[config.mk]
export PLATFORM = sky130hd
export DESIGN_NAME = axi_rd_grant_mux
export DESIGN_NICKNAME = d
export VERILOG_FILES = /design/src/rtl/axi_ic_pkg.sv /design/src/rtl/axi_onehot_mux.sv /design/src/rtl/axi_rd_grant_mux.sv
export SDC_FILE = /design/constraint.sdc
export NUM_CORES = 1
export LEC_CHECK = 0
export BUFFER_PORTS_ARGS = -buffer_cell sky130_fd_sc_hd__buf_2
export CAP_MARGIN = 20
export CELL_PAD_IN_SITES_DETAIL_PLACEMENT = 2
export CELL_PAD_IN_SITES_GLOBAL_PLACEMENT = 2
export CORE_UTILIZATION = 11
export CTS_BUF_LIST = sky130_fd_sc_hd__clkbuf_8
export DETAILED_ROUTE_END_ITERATION = 8
export HOLD_SLACK_MARGIN = 0.1
export PLACE_DENSITY = 0.92
export SLEW_MARGIN = 0
export SYNTH_ARGS = -nofsm -noshare
export SYNTH_HDL_FRONTEND = slang
export SYNTH_HIERARCHICAL = 1
export SYNTH_SLANG_ARGS = --single-unit
[constraint.sdc]
create_clock -name clk -period 3.2 [get_ports clk]
set_clock_uncertainty 0.1 [all_clocks]
set_input_delay 0.64 -clock clk [delete_from_list [all_inputs] [get_ports clk]]
set_output_delay 0.64 -clock clk [all_outputs]
set_load 0.02 [all_outputs]
[src/rtl/axi_ic_pkg.sv]
// Shared definitions for the 4-master AXI interconnect: master count,
// read-path state encoding and the one-hot to index helper.
package axi_ic_pkg;

   localparam int NUM_M = 4;

   typedef enum logic [1:0] {
      IDLE = 2'd0,
      ADDR = 2'd1,
      DATA = 2'd2
   } rd_state_e;

   // OR-reduction encode: exact for one-hot, 0 for an all-zero vector.
   function automatic logic [1:0] onehot2idx(input logic [NUM_M-1:0] oh);
      logic [1:0] idx;
      idx = '0;
      for (int i = 0; i < NUM_M; i++) begin
         if (oh[i]) begin
            idx = idx | 2'(i);
         end
      end
      return idx;
   endfunction

endpackage

[src/rtl/axi_onehot_mux.sv]
// Four-input one-hot mux of width W; a zero select yields an all-zero output.
module axi_onehot_mux
   import axi_ic_pkg::*;
#(
   parameter int W = 8
) (
   input  logic [NUM_M*W-1:0] in_flat,
   input  logic [NUM_M-1:0]   sel,
   output logic [W-1:0]       out
);

   always_comb begin
      out = '0;
      for (int i = 0; i < NUM_M; i++) begin
         if (sel[i]) begin
            out = out | in_flat[i*W +: W];
         end
      end
   end

endmodule

[src/rtl/axi_rd_grant_mux.sv]
// Read-channel grant holder and router: latches the arbiter's selection,
// routes that master's AR to the slave and its R beats back until RLAST.
module axi_rd_grant_mux
   import axi_ic_pkg::*;
#(
   parameter int ADDR_W = 32,
   parameter int ID_W   = 4,
   parameter int DATA_W = 32,
   parameter int LEN_W  = 8
) (
   input  logic                    clk,
   input  logic                    rst,
   input  logic [NUM_M-1:0]        m_arvalid,
   output logic [NUM_M-1:0]        m_arready,
   input  logic [NUM_M*ADDR_W-1:0] m_araddr,
   input  logic [NUM_M*ID_W-1:0]   m_arid,
   input  logic [NUM_M*LEN_W-1:0]  m_arlen,
   output logic [NUM_M-1:0]        m_rvalid,
   input  logic [NUM_M-1:0]        m_rready,
   output logic [DATA_W-1:0]       m_rdata,
   output logic [ID_W-1:0]         m_rid,
   output logic                    m_rlast,
   output logic                    s_arvalid,
   input  logic                    s_arready,
   output logic [ADDR_W-1:0]       s_araddr,
   output logic [ID_W-1:0]         s_arid,
   output logic [LEN_W-1:0]        s_arlen,
   input  logic                    s_rvalid,
   output logic                    s_rready,
   input  logic [DATA_W-1:0]       s_rdata,
   input  logic [ID_W-1:0]         s_rid,
   input  logic                    s_rlast,
   output logic [NUM_M-1:0]        arb_req,
   input  logic [NUM_M-1:0]        arb_sel,
   output logic                    busy,
   output logic [1:0]              grant_idx
);

   rd_state_e        state_q, state_d;
   logic [NUM_M-1:0] grant_q, grant_d;
   logic [NUM_M-1:0] mux_sel;
   logic             ar_fire;
   logic             r_done;

   always_ff @(posedge clk) begin
      if (rst) begin
         state_q <= IDLE;
         grant_q <= '0;
      end else begin
         state_q <= state_d;
         grant_q <= grant_d;
      end
   end

   always_comb begin
      state_d   = state_q;
      grant_d   = grant_q;
      ar_fire   = 1'b0;
      r_done    = 1'b0;
      arb_req   = '0;
      s_arvalid = 1'b0;
      m_arready = '0;
      m_rvalid  = '0;
      s_rready  = 1'b0;
      m_rdata   = '0;
      m_rid     = '0;
      m_rlast   = 1'b0;
      case (state_q)
         IDLE: begin
            // A request with no selection simply waits; arbitration is external.
            arb_req = m_arvalid;
            if (|arb_sel) begin
               grant_d = arb_sel;
               state_d = ADDR;
            end
         end
         ADDR: begin
            ar_fire   = |(m_arvalid & grant_q) & s_arready;
            s_arvalid = |(m_arvalid & grant_q);
            m_arready = grant_q & {NUM_M{s_arready}};
            if (ar_fire) begin
               state_d = DATA;
            end
         end
         DATA: begin
            r_done   = s_rvalid & (|(m_rready & grant_q)) & s_rlast;
            m_rvalid = grant_q & {NUM_M{s_rvalid}};
            s_rready = |(m_rready & grant_q);
            m_rdata  = s_rdata;
            m_rid    = s_rid;
            m_rlast  = s_rlast;
            if (r_done) begin
               grant_d = '0;
               state_d = IDLE;
            end
         end
         default: begin
            state_d = IDLE;
            grant_d = '0;
         end
      endcase
   end

   // AR payload is only driven while the address phase is in progress.
   assign mux_sel   = (state_q == ADDR) ? grant_q : '0;
   assign busy      = (state_q != IDLE);
   assign grant_idx = onehot2idx(grant_q);

   axi_onehot_mux #(.W(ADDR_W)) u_mux_araddr (
      .in_flat (m_araddr),
      .sel     (mux_sel),
      .out     (s_araddr)
   );

   axi_onehot_mux #(.W(ID_W)) u_mux_arid (
      .in_flat (m_arid),
      .sel     (mux_sel),
      .out     (s_arid)
   );

   axi_onehot_mux #(.W(LEN_W)) u_mux_arlen (
      .in_flat (m_arlen),
      .sel     (mux_sel),
      .out     (s_arlen)
   );

endmodule
# --- After elaboration in Yosys (flattened, before gate mapping) ---
# Cells that the tools add are included.
word_totals:
  wordCells: 62
  reg_bits: 6
  output_inout_bits: 98
op_classes:
  n_eq_ne: 5
  muxes: 31
  reduce_logical: 7
  bitwise: 17
op_table:
  columns: ["operator", "n"]
  rows:
  - ["2-to-1 mux 32 bit", 5]
  - ["bitwise OR 32 bit", 3]
  - ["2-to-1 mux 4 bit", 11]
  - ["2-to-1 mux 8 bit", 4]
  - ["bitwise OR 8 bit", 3]
  - ["bitwise AND 4 bit", 4]
  - ["bitwise OR 4 bit", 3]
  - ["one-hot mux 4 bit (3 select lines)", 1]
  - ["OR reduction 4 bit", 3]
  - ["2-to-1 mux 2 bit", 5]
  - ["inequality test 2 bit, second input constant", 3]
  - ["one-hot mux 2 bit (3 select lines)", 1]
  - ["AND reduction 3 bit", 2]
  - ["2-to-1 mux 1 bit", 4]
  - ["bitwise AND 1 bit", 3]
  - ["equality test 2 x 1 -> 1 bit, second input constant", 1]
  - ["equality test 2 bit, second input constant", 1]
  - ["logical NOT 2 bit", 1]
  - ["nonzero test 2 bit", 1]
  - ["inverter 1 bit", 1]

# --- Logic depth before layout (Yosys ltp) ---
# Gate-level depths: netlist of the first run.
depth:
  word_depth: 9
  ltp_mapped: 6

# --- Modules after synthesis ---
# The synthesis of the first run kept the hierarchy.
by_module_without_submodules:
  columns: ["mod", "n_inst", "cells_per_inst", "area_per_inst_um2", "seq_area_each_um2"]
  rows:
  - ["axi_rd_grant_mux", 1, 107, 769.5, 120.1]
  - ["axi_onehot_mux at u_mux_araddr", 1, 108, 698.2, 0.0]
  - ["axi_onehot_mux at u_mux_arlen", 1, 28, 193.9, 0.0]
  - ["axi_onehot_mux at u_mux_arid", 1, 12, 75.1, 0.0]

# --- Worst setup path before layout of the first run ---
# No wires, ideal clock.
synth_timing:
  kind: "register to output"
  from: "register state_q[1]"
  to: "output port s_araddr[30]"
  t_required_ns: 2.460
  path_stages_with_launch: 7
  path_slack_ns: 1.034
  arrival_time_ns: 1.426
  path_cell_list: "dfxtp_1 > buf_6 > and2b_2 > and2_1 > buf_2 > a22oi_1 > nand2_1"
synth_via:
  elab_cells_between_ends: 9
  cone_classes: "eq/ne: 1; mux: 5; bitwise: 3"
synth_lines:
  columns: ["item", "line", "rtl"]
  rows:
  - ["start: declaration", "axi_rd_grant_mux.sv:39", "rd_state_e state_q, state_d;"]
  - ["start signal: assignment", "axi_rd_grant_mux.sv:50", "state_q <= state_d;"]
  - ["equality test 2 x 1 -> 1 bit", "axi_rd_grant_mux.sv:105", "assign mux_sel = (state_q == ADDR) ? grant_q : '0;"]
  - ["2-to-1 mux 4 bit", "axi_rd_grant_mux.sv:105", null]
  - ["named net mux_sel[3]", "axi_rd_grant_mux.sv:41", "logic [NUM_M-1:0] mux_sel;"]
  - ["2-to-1 mux 32 bit", "axi_onehot_mux.sv:15", "if (sel[i]) begin"]
  - ["end: declaration", "axi_rd_grant_mux.sv:25", "output logic [ADDR_W-1:0] s_araddr,"]
# The timed path passes the listed nets, and every way through them passes these cells.

# --- Worst setup path after layout of the first run ---
layout_timing:
  from: "register state_q[1]"
  to: "output port s_araddr[3]"
layout_via:
  elab_chain_len: 9
layout_rtl:
  columns: ["item", "line", "rtl"]
  rows:
  - ["equality test 2 x 1 -> 1 bit *", "axi_rd_grant_mux.sv:105", null]
  - ["2-to-1 mux 4 bit *", "axi_rd_grant_mux.sv:105", null]
  - ["named net mux_sel[0]", "axi_rd_grant_mux.sv:41", null]
  - ["2-to-1 mux 32 bit *", "axi_onehot_mux.sv:15", null]
  - ["bitwise OR 32 bit", "axi_onehot_mux.sv:16", "out = out | in_flat[i*W +: W];"]
  - ["2-to-1 mux 32 bit *", "axi_onehot_mux.sv:15", null]
  - ["bitwise OR 32 bit", "axi_onehot_mux.sv:16", null]
  - ["2-to-1 mux 32 bit *", "axi_onehot_mux.sv:15", null]
  - ["bitwise OR 32 bit", "axi_onehot_mux.sv:16", null]
  - ["2-to-1 mux 32 bit *", "axi_onehot_mux.sv:15", null]
# Mark *: on every way through the listed nets, which the timed path passes. The rest lies on a longest branch.

==> qor.yml, run 1 <==
outcome:
  outcome: "complete, no violations"
sta:
  slew_violations: 0
  relSlewSlack_pct: 36.61
  fin_crit_ps: 3066
  setup_violations: 0
  clock.fmax_mhz: 326.1
  hold_viol: 0
  tightest_slew_ps: 950.9
  fin_crit_sh_pct: 95.82
  worst_slack_ps: 133.9
  setup_tns_ps: 0
clocking:
  cts_hold_buffers: 0
  cts_made_buffers: 3
  cts_max_level: 1
  insertion_delay_ps: 220
  clock_path_buffers: 2
  clock-root-buffer: "clkbuf_8"
  clk_pin_slew_worst_paths_ps: 40
  cts_tree: "yes"
  cts_setup_buffers: 0
  cts_num_sinks: 6
  post_cts_resized: 0
placement:
  dpl.hpwl_um: 12440
  place_ws_ps: 376.1
  place_congestion: 0.7788
  port_buffers: 326
  dp_cells: 775
power:
  p_leak_uw: 0.002160
  p_int_uw: 389.4
  total_power_uw: 749.0
  clkPwrFrac_pct: 15.4
  worst_ir_drop_vdd_v: 0.00008313
  power_frac_seq_pct: 12.5
  power.density_nw_per_um2: 210.6
  netSwitchingFraction_pct: 48.01
  switchingPower_uw: 359.6
  pwr-share-comb_pct: 72.1
global_route:
  grt_first_pass_wirelength_um: 19840
  grt_pass1_vias: 3387
  antenna_found_initial: 1
  grt_use_total_pct: 16.03
  grt_max_degree: 45
  overflow: 0
die:
  core_area_um2: 15310
  dieArea_um2: 16290
  ioPinCount: 327
  initial_core_util_pct: 11.34
  placementRows: 45
  dieHeight_um: 127.7
  die_x_um: 127.7
critical_path:
  worstPathRequired_ps: 2460
  cp-end-kind: "primary output"
  crit_chain: "and2b_2 -> and2_2 -> buf_4 -> a22oi_1 -> nand2_1 -> buf_2"
  r2r-start: "state_q[1]$_SDFFE_PP0P_"
  cp-start-kind: "register"
  crit_slowest_cell: "and2_2"
  critPathMaxStageDelay_ps: 590
  startpoint: "state_q[1]$_SDFFE_PP0P_"
  crit_type: "register to primary output"
  cp.arrival_ps: 2330
  cp_max_fo: 32
routing:
  drtPass1Iterations: 4
  wl_per_cell_um: 18.30
  drt_wl_total_um: 14260
  vias: 3303
  initialDrtViolationCount: 85
  viasPerCell: 4.240
  postRouteAntennaNets: 0
  drc: 0
synthesis:
  ys_warn_count: 6
  syn_area_um2: 1737
  synth_seq_cells: 6
  synth_cells: 255
  synth.distinct_cells: 30
  synth_seq_area_share_pct: 6.916
  synth_nets: 484
  syn_avg_cell_area_um2: 6.810
worst_hold_path:
  worstHoldStart: "grant_q[0]$_SDFFE_PP0P_"
  holdCritPathClass: "register to register"
finish:
  areaGrowthSynthToFinish_pct: 104.8
  final_nets: 798
  stdcell_count: 779
  layout-drive-gt1-share_pct: 61.02
run:
  maxCapViolCount: 0
layout by cell type (no fill, tap or decap), types with 2 or more instances in the layout:
master / Yosys / layout
buf_2: 11 / 326
clkbuf_8: 0 / 3
nor2b_1: 2 / 2
nor2_1: 2 / 2
nand2_1: 53 / 53
buf_4: 1 / 4
and2_2: 0 / 4
a22oi_1: 89 / 89
nand2b_1: 2 / 2
nor3_1: 2 / 2
o21ai_0: 2 / 2
and2_1: 45 / 41
o31ai_1: 3 / 3
a21oi_1: 3 / 3
and3_1: 8 / 8
or2_2: 2 / 2
dfxtp_1: 6 / 6
kinds of logic (layout without fill, tap and decap cells):
kind of cell    after synthesis  after routing  share of synthesized area (%)
other cells                   0              1                              0
compound gates              104            104                          45.61
buf+inv                      23            335                          10.30
simple gates                122            122                          37.18
flops                         6              6                          6.917
registers in the layout, indices dropped and copies added, names as in the netlist:
signal	flops
grant_q	4
state_q	2
power groups by stage:
stage / Combinational (uW) / Sequential (uW) / Clock, uW
after detailed placement: 547 / 94.9 / 0
after CTS: 550 / 93.7 / 118
after global routing: 584 / 95.2 / 124
after floorplan: 273 / 88.5 / 0
final: 540 / 93.7 / 115
after global placement: 537 / 94.0 / 0
through the flow:
| step | hold WS [ps] | cell area (um2) | util, % |
|---|---|---|---|
| after floorplan | 383.4 | 1737 | - |
| after CTS | 464.5 | 3553 | 23.20 |
| after detailed placement | 459.2 | 3512 | 22.93 |
| after global routing | 481.0 | 3556 | 23.22 |
| after global placement | 450.9 | 3512 | 22.93 |
| final | 461.6 | 3556 | 23.22 |
worst max-delay path: cells and delay by family (launching register included):
| kind | cells | cell delay (ps) |
|---|---|---|
| DFF | 1 | 400 |
| buffers and inverters | 2 | 500 |
| AOI/OAI and AO/OA | 1 | 140 |
| and+or+nand+nor | 3 | 1040 |
metal layers:
metal / global-route usage (%) / vias to the layer above / wire length [um]
met4: 3.599 / 0 / 291
met5: 0 / - / 0
met1: 17.32 / 1557 / 5168
li1: - / 1592 / -
met3: 3.339 / 12 / 1042
met2: 31.60 / 142 / 7754
cell type report:
cell class	count	area (um2)
clock buffer	3	41.29
timing repair buffer	331	1682
tap	211	264.0
fill	1968	11760
inverter	1	3.754
sequential	6	120.1
multi-input combinational	226	1443
antenna	1	2.502
path summary, 6_finish.rpt:
| kind | endpoint | slack [ps] | depth (start not counted) |
|---|---|---|---|
| setup / recovery | s_araddr[3] | 130 | 6 |
| hold / removal | grant_q[0]$_SDFFE_PP0P_ | 460 | 2 |
| setup reg to reg | state_q[1]$_SDFFE_PP0P_ | 1560 | 4 |
| hold reg to reg | grant_q[0]$_SDFFE_PP0P_ | 460 | 2 |
Yosys cell counts (all sizes together):
library cell  instances  share of area (%)
nor3b                 1               0.43
dfxtp                 6                6.9
inv                   1               0.22
nor3                  3                1.2
o22ai                 1               0.36
and3                  8                2.9
and2                 45                 16
nor2b                 2               0.72
o211a                 1               0.58
o21ai                 2               0.58
nor4                  1                1.2
o32ai                 1               0.94
and2b                 2               0.94
o31ai                 3                1.3
a21boi                1               0.43
a22o                  1               0.50
a221oi                1               0.86
a22oi                90                 39
nand2                53                 11
nand3                 1               0.29
a21oi                 3               0.86
buf                  22                 10
nor2                  2               0.43
or2                   2               0.72
nand2b                2               0.72
(Power assumes the default switching activity.)
==> run 2: changes to the inputs <==
Settings changed: ABC_CLOCK_PERIOD_IN_PS from default to 3200, BUFFER_PORTS_ARGS -buffer_cell sky130_fd_sc_hd__buf_2 to -buffer_cell sky130_fd_sc_hd__clkbuf_2.
==> qor.yml, run 2 (same netlist as run 1, synthesis figures left out) <==
outcome:
  outcome: "complete, no violations"
die:
  initial_core_util_pct: 11.34  # unchanged
  die_x_um: 127.7  # unchanged
  core_area_um2: 15310  # unchanged
  ioPinCount: 327  # unchanged
  dieHeight_um: 127.7  # unchanged
  dieArea_um2: 16290  # unchanged
  placementRows: 45  # unchanged
finish:
  regMostFlops: "grant_q"
  reg_top3: "grant_q (4), state_q (2)"
  areaGrowthSynthToFinish_pct: 105.0
  fill_cells: 1940  # -1.4%
  largest_reg_flops: 4  # unchanged
  layout-drive-gt1-share_pct: 61.09  # +0.069 points
  final_common_cell: "clkbuf_2"
  fin_area_um2: 3561  # +0.14%
  layout_common_cells: "clkbuf_2 (326), a22oi_1 (89), nand2_1 (53)"
  final_nets: 799  # +0.13%
  antenna-diode-count: 0  # -1
sta:
  rsz0062_at_grt: "no"
  hold_viol: 0  # unchanged
  fin_crit_ps: 3036  # -29.98 ps
  fin_crit_sh_pct: 94.88  # -0.94 points
  clock.fmax_mhz: 329.4  # +0.99%
  setup_violations: 0  # unchanged
  tightest_slew_ps: 950.0  # -0.9338 ps
  hold-worst-slack_ps: 470.5  # +8.980 ps
  relSlewSlack_pct: 36.67  # +0.062 points
  slew_violations: 0  # unchanged
  setup_tns_ps: 0  # unchanged
global_route:
  grt_use_total_pct: 15.63  # -0.40 points
  met3_usage_pct: 3.130  # -0.21 points
  grt_pass1_vias: 3404  # +0.50%
  use_met1_pct: 16.77  # -0.54 points
  grt_first_pass_wirelength_um: 19600  # -1.2%
  grt_max_degree: 45  # unchanged
  overflow: 0  # unchanged
  antenna_found_initial: 0  # -1
  busiest_layer: "met2"
  use_met2_pct: 31.15  # -0.45 points
routing:
  viasPerCell: 4.299  # +1.4%
  vias: 3349  # +1.4%
  drc: 0  # unchanged
  wl_per_cell_um: 17.93  # -2.0%
  drtPass1Iterations: 4  # unchanged
  postRouteAntennaNets: 0  # unchanged
  drt_wl_total_um: 13970  # -2.0%
  initialDrtViolationCount: 135  # +59%
clocking:
  cts_hold_buffers: 0  # unchanged
  cts_max_level: 1  # unchanged
  clk_pin_slew_worst_paths_ps: 40  # about the same
  cts_tree: "yes"
  cts_setup_buffers: 0  # unchanged
  cts_num_sinks: 6  # unchanged
  post_cts_resized: 0  # unchanged
  insertion_delay_ps: 220  # about the same
  clock-root-buffer: "clkbuf_8"
  clock_path_buffers: 2  # unchanged
  cts_made_buffers: 3  # unchanged
critical_path:
  cp_max_fo: 36  # +13%
  cp-end-kind: "primary output"
  cp.arrival_ps: 2300  # -30 ps
  cp_top_family: "simple AND/OR/NAND/NOR gates"
  crit_chain: "and2b_2 -> and2_2 -> buf_4 -> a22oi_1 -> nand2_1 -> clkbuf_2"
  crit_slowest_cell: "and2_2"
  crit_type: "register to primary output"
  worstPathRequired_ps: 2460  # about the same
  crit_buf_inv: 2  # unchanged
  cp-start-kind: "register"
  critPathMaxStageDelay_ps: 660  # +70 ps
worst_hold_path:
  holdCritPathClass: "register to register"
placement:
  port_buffers: 326  # unchanged
  place_area_um2: 3520  # +0.21%
  dpl.hpwl_um: 12280  # -1.3%
  place_congestion: 0.7624  # -2.1%
run:
  maxCapViolCount: 0  # unchanged
power:
  p_leak_uw: 0.002142  # -0.85%
  worst_ir_drop_vdd_v: 0.00008631  # +3.8%
  total_power_uw: 753.7  # +0.62%
  power.density_nw_per_um2: 211.6  # +0.48%
[run 2: worst min-delay path, delay by kind of cell (launching register included)]
kind / cells / cell delay (ps)
flops: 1 / 370
simple gates: 1 / 90
compound gates: 1 / 60
[run 2: worst paths after layout]
| kind | start | to | slack (ps) | cells after the start |
|---|---|---|---|---|
| min | grant_q[0]$_SDFFE_PP0P_ | grant_q[0]$_SDFFE_PP0P_ | 470 | 2 |
| max reg2reg | state_q[1]$_SDFFE_PP0P_ | state_q[1]$_SDFFE_PP0P_ | 1620 | 3 |
| min reg2reg | grant_q[0]$_SDFFE_PP0P_ | grant_q[0]$_SDFFE_PP0P_ | 470 | 2 |
| max | state_q[1]$_SDFFE_PP0P_ | s_arlen[7] | 160 | 6 |
[run 2: power breakdown]
part / switching (uW) / internal, uW
Combinational: 320 / 227
Sequential: 9.86 / 81.7
Clock: 34.1 / 81.0
Total: 364 / 389
[run 2: per-layer routing]
layer | share of wire [%] | vias up | routed length (um)
met1 | 37 | 1588 | 5179
li1 | - | 1590 | -
met3 | 6.7 | 15 | 932
met4 | 1.6 | 0 | 227
met2 | 55 | 156 | 7631
met5 | 0 | - | 0
[run 2: through the flow]
step	util [%]	instances	worst slack, ps
final	23.25	779	163.9
after global routing	23.25	779	30.42
after CTS	23.25	779	153.2
after detailed placement	22.98	776	398.8
after global placement	22.98	776	481.7
after floorplan	-	255	1034
[run 2: area by class of cell]
| class | count | area [um2] | share of cell area [%] |
|---|---|---|---|
| Sequential cell | 6 | 120.1 | 3.373 |
| Inverter | 1 | 3.754 | 0.1054 |
| Timing Repair Buffer | 332 | 1689 | 47.43 |
| Clock buffer | 3 | 41.29 | 1.160 |
| Multi-Input combinational cell | 226 | 1443 | 40.51 |
| Tap cell | 211 | 264.0 | 7.414 |
==> run 3: changes to the inputs <==
--- a/config.mk
+++ b/config.mk
@@ -6,14 +6,13 @@
 export NUM_CORES = 1
 export LEC_CHECK = 0
-export ABC_CLOCK_PERIOD_IN_PS = 3200
 export BUFFER_PORTS_ARGS = -buffer_cell sky130_fd_sc_hd__clkbuf_2
 export CAP_MARGIN = 20
 export CELL_PAD_IN_SITES_DETAIL_PLACEMENT = 2
 export CELL_PAD_IN_SITES_GLOBAL_PLACEMENT = 2
-export CORE_UTILIZATION = 11
-export CTS_BUF_LIST = sky130_fd_sc_hd__clkbuf_8
+export CORE_UTILIZATION = 10
+export CTS_BUF_LIST = sky130_fd_sc_hd__clkbuf_8 sky130_fd_sc_hd__clkbuf_16
 export DETAILED_ROUTE_END_ITERATION = 8
 export HOLD_SLACK_MARGIN = 0.1
-export PLACE_DENSITY = 0.92
+export PLACE_DENSITY = 0.85
 export SLEW_MARGIN = 0
 export SYNTH_ARGS = -nofsm -noshare
==> constraint.sdc (replaced) <==
create_clock -name clk -period 3.2 [get_ports clk]
set_clock_uncertainty 0.1 [all_clocks]
set_input_delay 0.96 -clock clk [delete_from_list [all_inputs] [get_ports clk]]
set_output_delay 0.96 -clock clk [all_outputs]
set_load 0.02 [all_outputs]
==> qor.yml, run 3 (same netlist as run 1, synthesis figures left out) <==
clocking:
  clock_path_buffers: 2  # unchanged
  insertion_delay_ps: 230  # about the same
  cts_max_level: 1  # unchanged
  cts_tree: "yes"
  clk_pin_slew_worst_paths_ps: 30  # about the same
  cts_num_sinks: 6  # unchanged
  clock-root-buffer: "clkbuf_16"
  cts_hold_buffers: 0  # unchanged
  cts_made_buffers: 3  # unchanged
  cts_setup_buffers: 0  # unchanged
power:
  p_leak_uw: 0.002167  # +1.2%
  worst_ir_drop_vdd_v: 0.0001439  # +67%
  total_power_uw: 844.6  # +12%
  power.density_nw_per_um2: 233.7  # +10%
die:
  initial_core_util_pct: 10.36  # -0.98 points
  dieHeight_um: 133.8  # +4.8%
  placementRows: 47  # +4.4%
  ioPinCount: 327  # unchanged
  core_area_um2: 16760  # +9.4%
  die_x_um: 133.8  # +4.8%
  dieArea_um2: 17900  # +9.8%
routing:
  viasPerCell: 4.203  # -2.2%
  drtPass1Iterations: 4  # unchanged
  wl_per_cell_um: 17.26  # -3.8%
  postRouteAntennaNets: 0  # unchanged
  initialDrtViolationCount: 64  # -53%
  drc: 0  # unchanged
  drt_wl_total_um: 13640  # -2.4%
  vias: 3320  # -0.87%
sta:
  setup_violations: 0  # unchanged
  clock.fmax_mhz: 330.8  # +0.43%
  slew_violations: 0  # unchanged
  rsz0062_at_grt: "no"
  tightest_slew_ps: 571.1  # -378.9 ps
  fin_crit_ps: 3023  # -13.03 ps
  hold_viol: 0  # unchanged
  relSlewSlack_pct: 61.93  # +25 points
  fin_crit_sh_pct: 94.47  # -0.41 points
critical_path:
  r2r-start: "grant_q[0]$_SDFFE_PP0P_"
  crit_type: "register to primary output"
  cp_max_fo: 44  # +22%
  worstPathRequired_ps: 2140  # -320 ps
  startpoint: "state_q[1]$_SDFFE_PP0P_"
  cp-start-kind: "register"
  cp.arrival_ps: 1960  # -340 ps
  r2r_cells: 4  # +1
  cp-end-kind: "primary output"
  r2r_end: "grant_q[0]$_SDFFE_PP0P_"
  crit_end: "s_arid[2]"
  r2r_slack_ps: 1720  # +100 ps
finish:
  stdcell_count: 790  # +1.4%
  largest_reg_flops: 4  # unchanged
  layout_common_cells: "clkbuf_2 (326), a22oi_1 (89), nand2_1 (53)"
  final_nets: 801  # +0.25%
  areaGrowthSynthToFinish_pct: 108.1
  layout-drive-gt1-share_pct: 61.23  # +0.14 points
  regMostFlops: "grant_q"
  final_common_cell: "clkbuf_2"
  antenna-diode-count: 0  # unchanged
  utilization_pct: 21.56  # -1.7 points
  reg_top3: "grant_q (4), state_q (2)"
run:
  maxCapViolCount: 0  # unchanged
global_route:
  grt_first_pass_wirelength_um: 20070  # +2.4%
  grt_use_total_pct: 14.26  # -1.4 points
  overflow: 0  # unchanged
  grt_max_degree: 45  # unchanged
  antenna_found_initial: 0  # unchanged
  grt_pass1_vias: 3648  # +7.2%
placement:
  dpl.hpwl_um: 11630  # -5.3%
  port_buffers: 326  # unchanged
  place_congestion: 0.8042  # +5.5%
  dp_cells: 787  # +1.4%
worst_hold_path:
  holdCritPathClass: "register to register"
outcome:
  outcome: "complete, no violations"
run 3: layout make-up:
cell class              count  area, um2
fillers                  2128      13150
flip-flops and latches      6      120.1
clock buffers               3      75.07
inverters                   1      3.754
repair buffers            334       1692
well taps                 220      275.3
multi-input cells         226       1448
run 3: how the worst min path moves through the flow:
stage                            startpoint                       to  slack [ps]  depth (start not counted)
floorplan           grant_q[0]$_SDFFE_PP0P_  grant_q[0]$_SDFFE_PP0P_         380                          2
global placement    grant_q[3]$_SDFFE_PP0P_  grant_q[3]$_SDFFE_PP0P_         510                          3
detailed placement  grant_q[3]$_SDFFE_PP0P_  grant_q[3]$_SDFFE_PP0P_         510                          3
CTS                 grant_q[3]$_SDFFE_PP0P_  grant_q[3]$_SDFFE_PP0P_         520                          3
global route        grant_q[1]$_SDFFE_PP0P_  grant_q[1]$_SDFFE_PP0P_         570                          3
finish              grant_q[3]$_SDFFE_PP0P_  grant_q[3]$_SDFFE_PP0P_         520                          3
run 3: power by group:
group	internal [uW]	switching (uW)
Combinational	231	327
Sequential	81.8	3.63
Clock	160	41.1
Total	473	371
run 3: stage by stage:
stage / TNS, ps / hold slack, ps / area (um2) / worst slack [ps]
after floorplan: 0 / 383.4 / 1737 / 553.8
after CTS: 0 / 523.2 / 3613 / 109.5
after global routing: 0 / 573.8 / 3613 / 80.45
final: 0 / 519.8 / 3613 / 176.9
after global placement: 0 / 509.7 / 3533 / 79.32
after detailed placement: -4.673 / 513.9 / 3533 / -4.673
run 3: worst max-delay path: stages, from the launching register on:
cell      delay (ps)
dfxtp_1          310
and2b_2          310
and2_4           510
a22oi_1          220
nand2_1          130
clkbuf_2         210
run 3: metal layers:
| layer | global-route usage (%) | part of all wire (%) | vias to the layer above |
|---|---|---|---|
| met5 | 0 | 0 | - |
| met4 | 1.894 | 0.43 | 0 |
| met3 | 2.041 | 6.7 | 6 |
| met2 | 28.70 | 55 | 160 |
| met1 | 15.83 | 38 | 1562 |
| li1 | - | - | 1592 |
run 3: timing repair:
action	4_1_cts	5_1_grt
setup endpoints to repair	44	0
endpoints found under the hold margin	0	0
resized for setup	4	0
